==> config.mk <==
export PLATFORM = sky130hd
export DESIGN_NAME = uart_tl_packet_queue_bridge
export DESIGN_NICKNAME = d
export VERILOG_FILES = /design/src/rtl/uart_tl_packet_queue_bridge.sv
export SDC_FILE = /design/constraint.sdc
export NUM_CORES = 1
export LEC_CHECK = 0
export CAP_MARGIN = 20
export CORE_MARGIN = 2
export CORE_UTILIZATION = 55
export CTS_BUF_LIST = sky130_fd_sc_hd__clkbuf_8
export CTS_CLUSTER_DIAMETER = 60
export DETAILED_ROUTE_END_ITERATION = 10
export PLACE_DENSITY = 0.82
export SYNTH_ARGS = -nofsm -noshare
export SYNTH_HDL_FRONTEND = slang
export SYNTH_SLANG_ARGS = --single-unit
==> constraint.sdc <==
create_clock -name sysclk -period 4.6 [get_ports sysclk]
set_input_delay 0.69 -clock sysclk [delete_from_list [all_inputs] [get_ports sysclk]]
set_output_delay 0.69 -clock sysclk [all_outputs]
set_load 0.05 [all_outputs]
==> src/rtl/uart_tl_packet_queue_bridge.sv <==
// Queues 16-byte UART TileLink packets and presents them in order as TileLink
// frames to the serializer, with channel filtering and a synchronised handshake.
module uart_tl_packet_queue_bridge #(
  parameter int          DEPTH       = 4,
  parameter int          SYNC_STAGES = 2,
  parameter bit          EDGE_QUAL   = 1'b1,
  parameter logic [7:0]  CHAN_MASK   = 8'h09,
  parameter logic [7:0]  SOURCE_ID   = 8'h00
) (
  input  logic                         sysclk,
  input  logic                         reset,
  input  logic                         tl_clk,
  input  logic                         packet_valid,
  output logic                         packet_ready,
  input  logic [127:0]                 packet_data,
  output logic                         tl_ser_in_valid,
  input  logic                         tl_ser_in_ready,
  output logic [2:0]                   tl_in_bits_chanId,
  output logic [2:0]                   tl_in_bits_opcode,
  output logic [2:0]                   tl_in_bits_param,
  output logic                         tl_in_bits_corrupt,
  output logic [7:0]                   tl_in_bits_size,
  output logic [8:0]                   tl_in_bits_union,
  output logic [63:0]                  tl_in_bits_address,
  output logic [63:0]                  tl_in_bits_data,
  output logic [7:0]                   tl_in_bits_source,
  output logic                         tl_in_bits_last,
  output logic [$clog2(DEPTH+1)-1:0]   fifo_level,
  output logic [15:0]                  drop_count
);

  localparam int AW = (DEPTH > 1) ? $clog2(DEPTH) : 1;
  localparam int LW = $clog2(DEPTH + 1);

  logic [127:0]           mem [DEPTH];
  logic [AW-1:0]          wr_ptr;
  logic [AW-1:0]          rd_ptr;
  logic [SYNC_STAGES-1:0] rdy_sync;
  logic [SYNC_STAGES-1:0] clk_sync;
  logic                   clk_prev;
  logic                   rdy_s;
  logic                   clk_s;
  logic                   edge_ok;
  logic                   accept;
  logic                   legal;
  logic                   push;
  logic                   drop;
  logic                   fire;
  logic [127:0]           head;
  logic                   unused_head;

  assign packet_ready    = (fifo_level != LW'(DEPTH));
  assign tl_ser_in_valid = (fifo_level != '0);

  assign accept = packet_valid & packet_ready;
  assign legal  = (packet_data[7:3] == 5'd0) && CHAN_MASK[packet_data[2:0]];
  assign push   = accept & legal;
  assign drop   = accept & ~legal;

  assign rdy_s   = rdy_sync[SYNC_STAGES-1];
  assign clk_s   = clk_sync[SYNC_STAGES-1];
  assign edge_ok = EDGE_QUAL ? (clk_s & ~clk_prev) : 1'b1;
  assign fire    = tl_ser_in_valid & rdy_s & edge_ok;

  // Both tl_ser_in_ready and tl_clk cross from the serializer domain as plain data.
  always_ff @(posedge sysclk or posedge reset) begin
    if (reset) begin
      rdy_sync <= '0;
      clk_sync <= '0;
      clk_prev <= 1'b0;
    end else begin
      rdy_sync[0] <= tl_ser_in_ready;
      clk_sync[0] <= tl_clk;
      for (int i = 1; i < SYNC_STAGES; i++) begin
        rdy_sync[i] <= rdy_sync[i-1];
        clk_sync[i] <= clk_sync[i-1];
      end
      clk_prev <= clk_s;
    end
  end

  always_ff @(posedge sysclk or posedge reset) begin
    if (reset) begin
      wr_ptr     <= '0;
      rd_ptr     <= '0;
      fifo_level <= '0;
      drop_count <= '0;
    end else begin
      if (push) wr_ptr <= wr_ptr + AW'(1);
      if (fire) rd_ptr <= rd_ptr + AW'(1);
      case ({push, fire})
        2'b10:   fifo_level <= fifo_level + LW'(1);
        2'b01:   fifo_level <= fifo_level - LW'(1);
        default: fifo_level <= fifo_level;
      endcase
      if (drop && (drop_count != 16'hFFFF)) drop_count <= drop_count + 16'd1;
    end
  end

  // Storage is not reset; validity is tracked solely by fifo_level.
  always_ff @(posedge sysclk) begin
    if (push) mem[wr_ptr] <= packet_data;
  end

  assign head = mem[rd_ptr];

  assign tl_in_bits_chanId  = head[2:0];
  assign tl_in_bits_opcode  = head[10:8];
  assign tl_in_bits_param   = head[14:12];
  assign tl_in_bits_corrupt = head[15];
  assign tl_in_bits_size    = head[23:16];
  assign tl_in_bits_union   = {1'b0, head[31:24]};
  assign tl_in_bits_address = {32'h0, head[63:32]};
  assign tl_in_bits_data    = head[127:64];
  assign tl_in_bits_source  = SOURCE_ID;
  assign tl_in_bits_last    = 1'b1;

  assign unused_head = ^{head[11], head[7:3]};

endmodule

* Word level (Yosys, flattened, before mapping)
Memory sizes are Yosys's and may differ from the RTL's.
Cells that the tools add are included.
** Storage, ports and cells
- Memories kept :: 2
- Bits of input ports :: 133
- Flip-flop bits (word level) :: 28
- ROM bits :: 8
- Output and inout bits :: 185
- Logic and storage cells :: 36
- Memory bits (writable) :: 512
** Cells by class
- $lt $le $gt $ge :: 1
- Bitwise logic cells :: 8
- $add $sub $neg :: 5
- Multiplexer cells :: 4
- Equal/unequal tests :: 4
- Reductions and logical operators :: 5
** Memory list
- mem :: depth 4, width 128, rd ports 1, clocked after Yosys merged registers in 0, write ports 1, line 35 : logic [127:0] mem [DEPTH];
- (no name shown) :: depth 8, width 1, rd ports 1, clocked after Yosys merged registers in 0, write ports 0, line 56 : assign legal = (packet_data[7:3] == 5'd0) && CHAN_MASK[packet_data[2:0]];
** Operator list (number)
- $add 16x1->16 const B :: 1
- $ne 16x16->1 const B :: 1
- $and 1x1->1 :: 6
- $pmux 3 s2 :: 1
- $logic_not 5->1 :: 1
- $add 2x1->2 const B :: 2
- $lt 3x4->1 const B :: 1
- $add 3x1->3 const B :: 1
- $mux 1 :: 3
- $ne 3x3->1 const B :: 1
- $reduce_bool 3->1 :: 1
- $sub 3x1->3 const B :: 1
- $eq 2x1->1 const B :: 1
- $eq 2x2->1 const B :: 1
- $logic_and 1x1->1 :: 2
- $not 1->1 :: 2
- $reduce_bool 2->1 :: 1

* Longest topological paths before layout
Gate-level depths: netlist of run 1.
- Word-level depth :: 6
- Gate-level depth with buffers :: 10
- Mapped depth without buffers :: 10

* Worst setup path before layout of run 1
Ideal clock, no wire load.
- Kind :: input to register
- Start point :: input port packet_data[6]
- End point :: memory mem[2][0], enable pin
- Path buffers :: 0
- Arrival time :: 4.366 ns
- Stages :: 4
- Setup time :: 0.495 ns
- Data required time :: 4.105 ns
- Path slack :: -0.261 ns
- Cells stage by stage :: nor4_4 > nand3_1 > nor3_4 > and2_1
** Between the ends
- Cells in the longest elaborated chain, start to end :: 5
** RTL lines
- start: declaration :: line 15 : input logic [127:0] packet_data,
- $logic_not 5->1 :: line 56
- $logic_and 1x1->1 :: line 56
- $and 1x1->1 :: line 57 : assign push = accept & legal;
- $mux 1 :: line 102 : if (push) mem[wr_ptr] <= packet_data;
- $mux 1 (implied by the code) :: line 102
- end: declaration :: line 35
No other way between the ends.

* Worst setup path after layout of run 1
- Start point :: register rd_ptr[0]
- End point :: output port tl_in_bits_data[53]
** Between the ends
- Cells in the longest elaborated chain, start to end :: 1
** RTL lines
- start: declaration :: line 37 : logic [AW-1:0] rd_ptr;
- start signal: assignment :: line 90 : if (fire) rd_ptr <= rd_ptr + AW'(1);
- $mem_v2 4x128
- end: declaration :: line 25 : output logic [63:0] tl_in_bits_data,
No other way between the ends.

==> impl_metrics.json, run 1 <==
{
  "status": "completed",
  "power_density_nw_per_um2": 587,
  "cts_tree": "built",
  "r2r-end": "fifo_level[2]",
  "fin_nets": 1295,
  "ant_nets": 0,
  "synth_seq_cells": 516,
  "reg2regPathDepth": 9,
  "final_max_slew_viol_count": 0,
  "dieArea_sq_um": 36800,
  "avgSynthCellArea_sq_um": 24.1,
  "cp_slowest_stage_delay_ns": 0.92,
  "grt-ovfl-total": 0,
  "io_buffers": 274,
  "dp.cells": 1526,
  "cts_buffer_depth": 3,
  "gp_congestion": 0.779,
  "crit_path_max_fanout": 36,
  "regArea_sq_um": 15400,
  "cp_data_required_time_ns": 3.91,
  "synth_edf_count": 488,
  "cp-startpoint": "rd_ptr[0]",
  "cts.sinks": 516,
  "period_needed_ns": 3.89,
  "drive_gt1_share_pct": 22.0,
  "multi_input_area_sq_um": 3720,
  "seq_area_frac_synth_pct": 79.1,
  "netlist_top_cells_area": "edfxtp_1, mux4_2, dfrtp_1, buf_4, xnor2_1",
  "rsz0062_at_grt": "false",
  "synth_top_area_share_pct": 75.5,
  "tns_ns": 0,
  "drt_first_pass_iters": 5,
  "final_common_cell": "edfxtp_1",
  "max_cap_violations": 0,
  "grt_pass1_wl_microns": 55700,
  "p_leak_nw": 8.03,
  "rows": 68,
  "vias": 9164,
  "final_cells": 1667,
  "post_cts.repair.setup_buffers": 0,
  "path_clk_slew_ns": 0.06,
  "wirelength_microns": 37400,
  "cts-hold-fix-buffers": 0,
  "fin_crit_sh_pct": 84.6,
  "viasPerCell": 5.50,
  "fin_skew_ns": 0.0114,
  "synth-main-ff-cell": "edfxtp_1",
  "fmax_ghz": 0.257,
  "slew_headroom_pct": 49.5,
  "synth.distinct_cells": 41,
  "ys_async_sr_fraction_pct": 5.43,
  "worst_slew_pin_slew_ns": 0.758,
  "fillCellCount": 2066,
  "arrival_ns": 3.20,
  "critPathKind": "register to output port",
  "num_antenna_cells": 0,
  "clockRootBuffer": "clkbuf_8",
  "htreeDepth": 3,
  "numCtsBuffers": 81,
  "post-dp-hpwl_microns": 22600,
  "post_synth_inst_count": 805,
  "die_y_microns": 192,
  "endpoint": "tl_in_bits_data[53]",
  "io-pin-count": 318,
  "end_kind": "output port",
  "syn_to_final_growth_pct": 24.9,
  "yosysTopAreaCell": "edfxtp_1",
  "grtUsageTotal_pct": 20.7,
  "crit_chain": "buf_4 -> mux4_2 -> clkdlybuf4s50_1",
  "synth_area_sq_um": 19400,
  "wl_per_cell_microns": 22.4,
  "drtIter0Drc": 481,
  "ys_warn_count": 0,
  "vdd_drop_max_v": 0.000412,
  "antenna_found_initial": 2,
  "setup_violations": 0,
  "coreArea_sq_um": 34600,
  "hold_class": "input port to async pin",
  "regToRegStartpoint": "fifo_level[0]",
  "finalHoldViolCount": 0,
  "r2r_setup_slack_ns": 2.35,
  "critPathLaunchType": "register",
  "grt_start_max_net_pins": 68,
  "crit_slowest_cell": "dfrtp_4",
  "final_cell_mix": "edfxtp_1, clkdlybuf4s50_1, mux4_2, clkbuf_8, conb_1",
  "cts_resized": 0,
  "drc": 0,
  "grt_pass1_vias": 9817,
  "start_util_pct": 56.0,
  "clk_latency_ns": 0.59,
  "die_w_microns": 192
}
==> Yosys cell counts (all sizes together) (4+ instances only) <==
cell and count:
and4 4, dfrtp 28, buf 66, mux4 122
and2 4, nand3 6, nand2 9, edfxtp 488
and3 5, ha 6, xor2 8, nand4 4
inv 9, mux2 4, xnor2 12, clkbuf 6
==> cell families after synthesis <==
kind of cell	synth area share, %
other	0.0387
adders and majority gates	0.490
DFF	79.1
and+or+nand+nor	1.59
xor gates and xnor gates	0.903
muxes	14.4
buffers and inverters	2.52
AOI/OAI and AO/OA	0.896
==> how the worst min path moves through the flow <==
stage | start | end | cells past startpoint
finish | reset | clk_sync[0] | 2
CTS | rdy_sync[0] | rdy_sync[1] | 0
detailed placement | rdy_sync[0] | rdy_sync[1] | 0
global route | reset | clk_sync[0] | 2
floorplan | clk_sync[0] | clk_sync[1] | 0
global placement | rdy_sync[0] | rdy_sync[1] | 0
==> cell type report <==
cell class / instances / share of cell area (%)
Clock buffer: 87 / 4.94
Sequential cell: 516 / 63.4
Inverter: 9 / 0.139
Multi-Input combinational cell: 248 / 15.4
Clock inverter: 53 / 1.01
Timing Repair Buffer: 299 / 12.8
Tap cell: 455 / 2.35
==> registers in the layout (all words and copies together) (netlist names) <==
register	flops
rdy_sync	2
rd_ptr	2
clk_sync	2
clk_prev	1
mem	488
drop_count	16
fifo_level	3
wr_ptr	2
==> layer usage <==
layer | wire length (microns) | up-vias | global-route usage, %
li1 | - | 4010 | -
met1 | 14700 | 4767 | 26.4
met2 | 19200 | 314 | 34.6
met3 | 2690 | 69 | 6.05
met4 | 818 | 4 | 6.63
met5 | 23 | - | 0
==> where the power goes <==
group | internal (mW) | leakage [nW] | switching, mW | total [mW]
registers | 5.21 | 4.73 | 0.253 | 5.46
clock network | 1.79 | 0.846 | 1.63 | 3.42
logic | 2.11 | 2.45 | 3.24 | 5.35
total | 9.11 | 8.03 | 5.12 | 14.2
==> stage by stage <==
| stage | utilization, % | power, mW | hold slack, ns | area (sq um) | worst slack (ns) |
|---|---|---|---|---|---|
| 2_1_floorplan | - | 9.33 | 0.331 | 19600 | 1.09 |
| 3_3_place_gp | 65.7 | 10.9 | 0.332 | 22800 | 1.11 |
| 3_5_place_dp | 65.7 | 11.0 | 0.339 | 22800 | 1.06 |
| 4_1_cts | 69.9 | 14.4 | 0.352 | 24200 | 0.545 |
| 5_1_grt | 70.0 | 14.8 | 0.336 | 24200 | 0.467 |
| 6_report | 70.0 | 14.2 | 0.342 | 24200 | 0.707 |
==> critical path, delay by kind of cell, from the launching register on <==
| family | cells | cell delay, ns |
|---|---|---|
| flip-flops | 1 | 0.92 |
| multiplexers | 1 | 0.56 |
| buffers and inverters | 2 | 1.11 |
Power figures use the tool's default switching activity.
==> inputs of run 2 (changes only) <==
==> constraint.sdc (replaced) <==
create_clock -name sysclk -period 3.98 [get_ports sysclk]
set_input_delay 0.597 -clock sysclk [delete_from_list [all_inputs] [get_ports sysclk]]
set_output_delay 0.597 -clock sysclk [all_outputs]
set_load 0.05 [all_outputs]
==> impl_metrics.json, run 2 (synthesis gave the netlist of run 1 again) <==
{
  "rsz0062_at_grt": "false",
  "fin_nets": 1288,
  "path_clk_slew_ns": 0.06,
  "power_density_nw_per_um2": 678,
  "post_cts.repair.setup_buffers": 0,
  "final_common_cell": "edfxtp_1",
  "critPathKind": "register to output port",
  "p_total_mw": 16.4,
  "top_register": "mem",
  "arrival_ns": 3.00,
  "io-pin-count": 318,
  "hold_class": "register to register",
  "rows": 68,
  "final_cell_area_sq_um": 24200,
  "fin_skew_ns": 0.0191,
  "regToRegStartpoint": "fifo_level[0]",
  "htreeDepth": 3,
  "syn_to_final_growth_pct": 24.7,
  "p_leak_nw": 7.99,
  "fmax_ghz": 0.278,
  "r2r-end": "fifo_level[2]",
  "grtUsageTotal_pct": 20.9,
  "fin_crit_sh_pct": 90.4,
  "die_y_microns": 192,
  "end_kind": "output port",
  "coreArea_sq_um": 34600,
  "final_cell_mix": "edfxtp_1, clkdlybuf4s50_1, mux4_2, clkbuf_8, conb_1",
  "grt_start_max_net_pins": 70,
  "r2r_setup_slack_ns": 1.68,
  "power_frac_seq_pct": 37.6,
  "post-dp-hpwl_microns": 23400,
  "p_int_mw": 10.5,
  "numCtsBuffers": 79,
  "worst_slew_pin_slew_ns": 0.751,
  "holdPathStages": 0,
  "slew_headroom_pct": 49.9,
  "tns_ns": 0,
  "drtIter0Drc": 562,
  "grt_pass1_wl_microns": 56400,
  "hold_end": "clk_sync[1]",
  "clkPwrFrac_pct": 24.1,
  "cts_tree": "built",
  "grt-ovfl-total": 0,
  "vdd_drop_max_v": 0.000543,
  "grt_pass1_vias": 9807,
  "start_util_pct": 56.0,
  "drt_first_pass_iters": 4,
  "dieArea_sq_um": 36800,
  "cts.sinks": 516,
  "switching_power_mw": 5.92,
  "cp_data_required_time_ns": 3.38,
  "clockRootBuffer": "clkbuf_8",
  "place_area_sq_um": 22800,
  "crit_path_max_fanout": 42,
  "setup_violations": 0,
  "status": "completed",
  "wirelength_microns": 37600,
  "dp_slack_ns": 0.638,
  "ant_nets": 0,
  "reg2regPathDepth": 9,
  "die_w_microns": 192,
  "switching_share_pct": 36.0,
  "max_cap_violations": 0,
  "min_from": "clk_sync[0]",
  "io_buffers": 274,
  "clk_latency_ns": 0.58,
  "critPathLaunchType": "register",
  "antenna_found_initial": 2,
  "drc": 0,
  "drive_gt1_share_pct": 21.7,
  "gp_congestion": 0.781,
  "worst_slack_ns": 0.384,
  "wl_per_cell_microns": 22.6,
  "top_regs": "mem: 488 flops, drop_count: 16 flops, fifo_level: 3 flops",
  "finalHoldViolCount": 0,
  "cts_resized": 0,
  "power_frac_comb_pct": 38.2,
  "viasPerCell": 5.48,
  "largest_reg_flops": 488,
  "period_needed_ns": 3.60,
  "cts-hold-fix-buffers": 0,
  "vias": 9098,
  "final_max_slew_viol_count": 0,
  "cts_buffer_depth": 3
}
-- run 2: cell count changes in the layout (fill, tap and decap cells not counted), sizes merged --
cell / change
buf: -5
clkbuf: -3
clkinv: +3
inv: -3
bufinv: +1
diode: +1
-- run 2: per-layer routing --
| metal | share of wire (%) | GRT usage, % |
|---|---|---|
| met4 | 2.1 | 6.83 |
| met2 | 51 | 34.4 |
| met3 | 7.5 | 6.32 |
| met5 | 0.035 | 0 |
| met1 | 40 | 26.8 |
-- run 2: critical path: stages, from the launching register on --
cell             delay, ns
dfrtp_4               0.67
buf_12                0.32
mux4_2                0.55
clkdlybuf4s50_1       0.76
-- run 2: stage by stage --
| stage | std cells | util [%] | hold WS (ns) |
|---|---|---|---|
| after floorplan | 845 | - | 0.331 |
| after global placement | 1522 | 65.7 | 0.332 |
| after detailed placement | 1522 | 65.7 | 0.346 |
| after CTS | 1660 | 69.9 | 0.357 |
| after global routing | 1660 | 69.9 | 0.369 |
| final | 1661 | 69.9 | 0.358 |
-- run 2: how the worst max path moves through the flow --
stage                               from                  end  slack (ns)  depth (start not counted)
final                          rd_ptr[0]  tl_in_bits_data[41]        0.38                          3
after global routing           rd_ptr[0]  tl_in_bits_data[46]        0.19                          3
after CTS                      rd_ptr[0]  tl_in_bits_data[46]        0.27                          3
after detailed placement  packet_data[1]           mem[2][20]        0.64                          6
after global placement    packet_data[1]           mem[2][20]        0.67                          6
after floorplan           packet_data[6]            mem[0][0]        0.56                          4
-- run 2: cell type report --
cell class                      instances  area, sq um
Clock buffer                           84         1160
Fill cell                            2099        10400
Sequential cell                       516        15400
Tap cell                              455          569
Clock inverter                         54          278
Multi-Input combinational cell        248         3720
Antenna cell                            1         2.50
Timing Repair Buffer                  294         3080
Inverter                                9         33.8
-- run 2: power by group through the flow --
stage	sequential (mW)	combinational (mW)	clock, mW
after detailed placement	6.29	6.34	0
after floorplan	6.37	4.41	0
after global routing	6.19	6.53	4.30
final	6.18	6.28	3.96
after global placement	6.28	6.29	0
after CTS	6.18	6.36	4.06
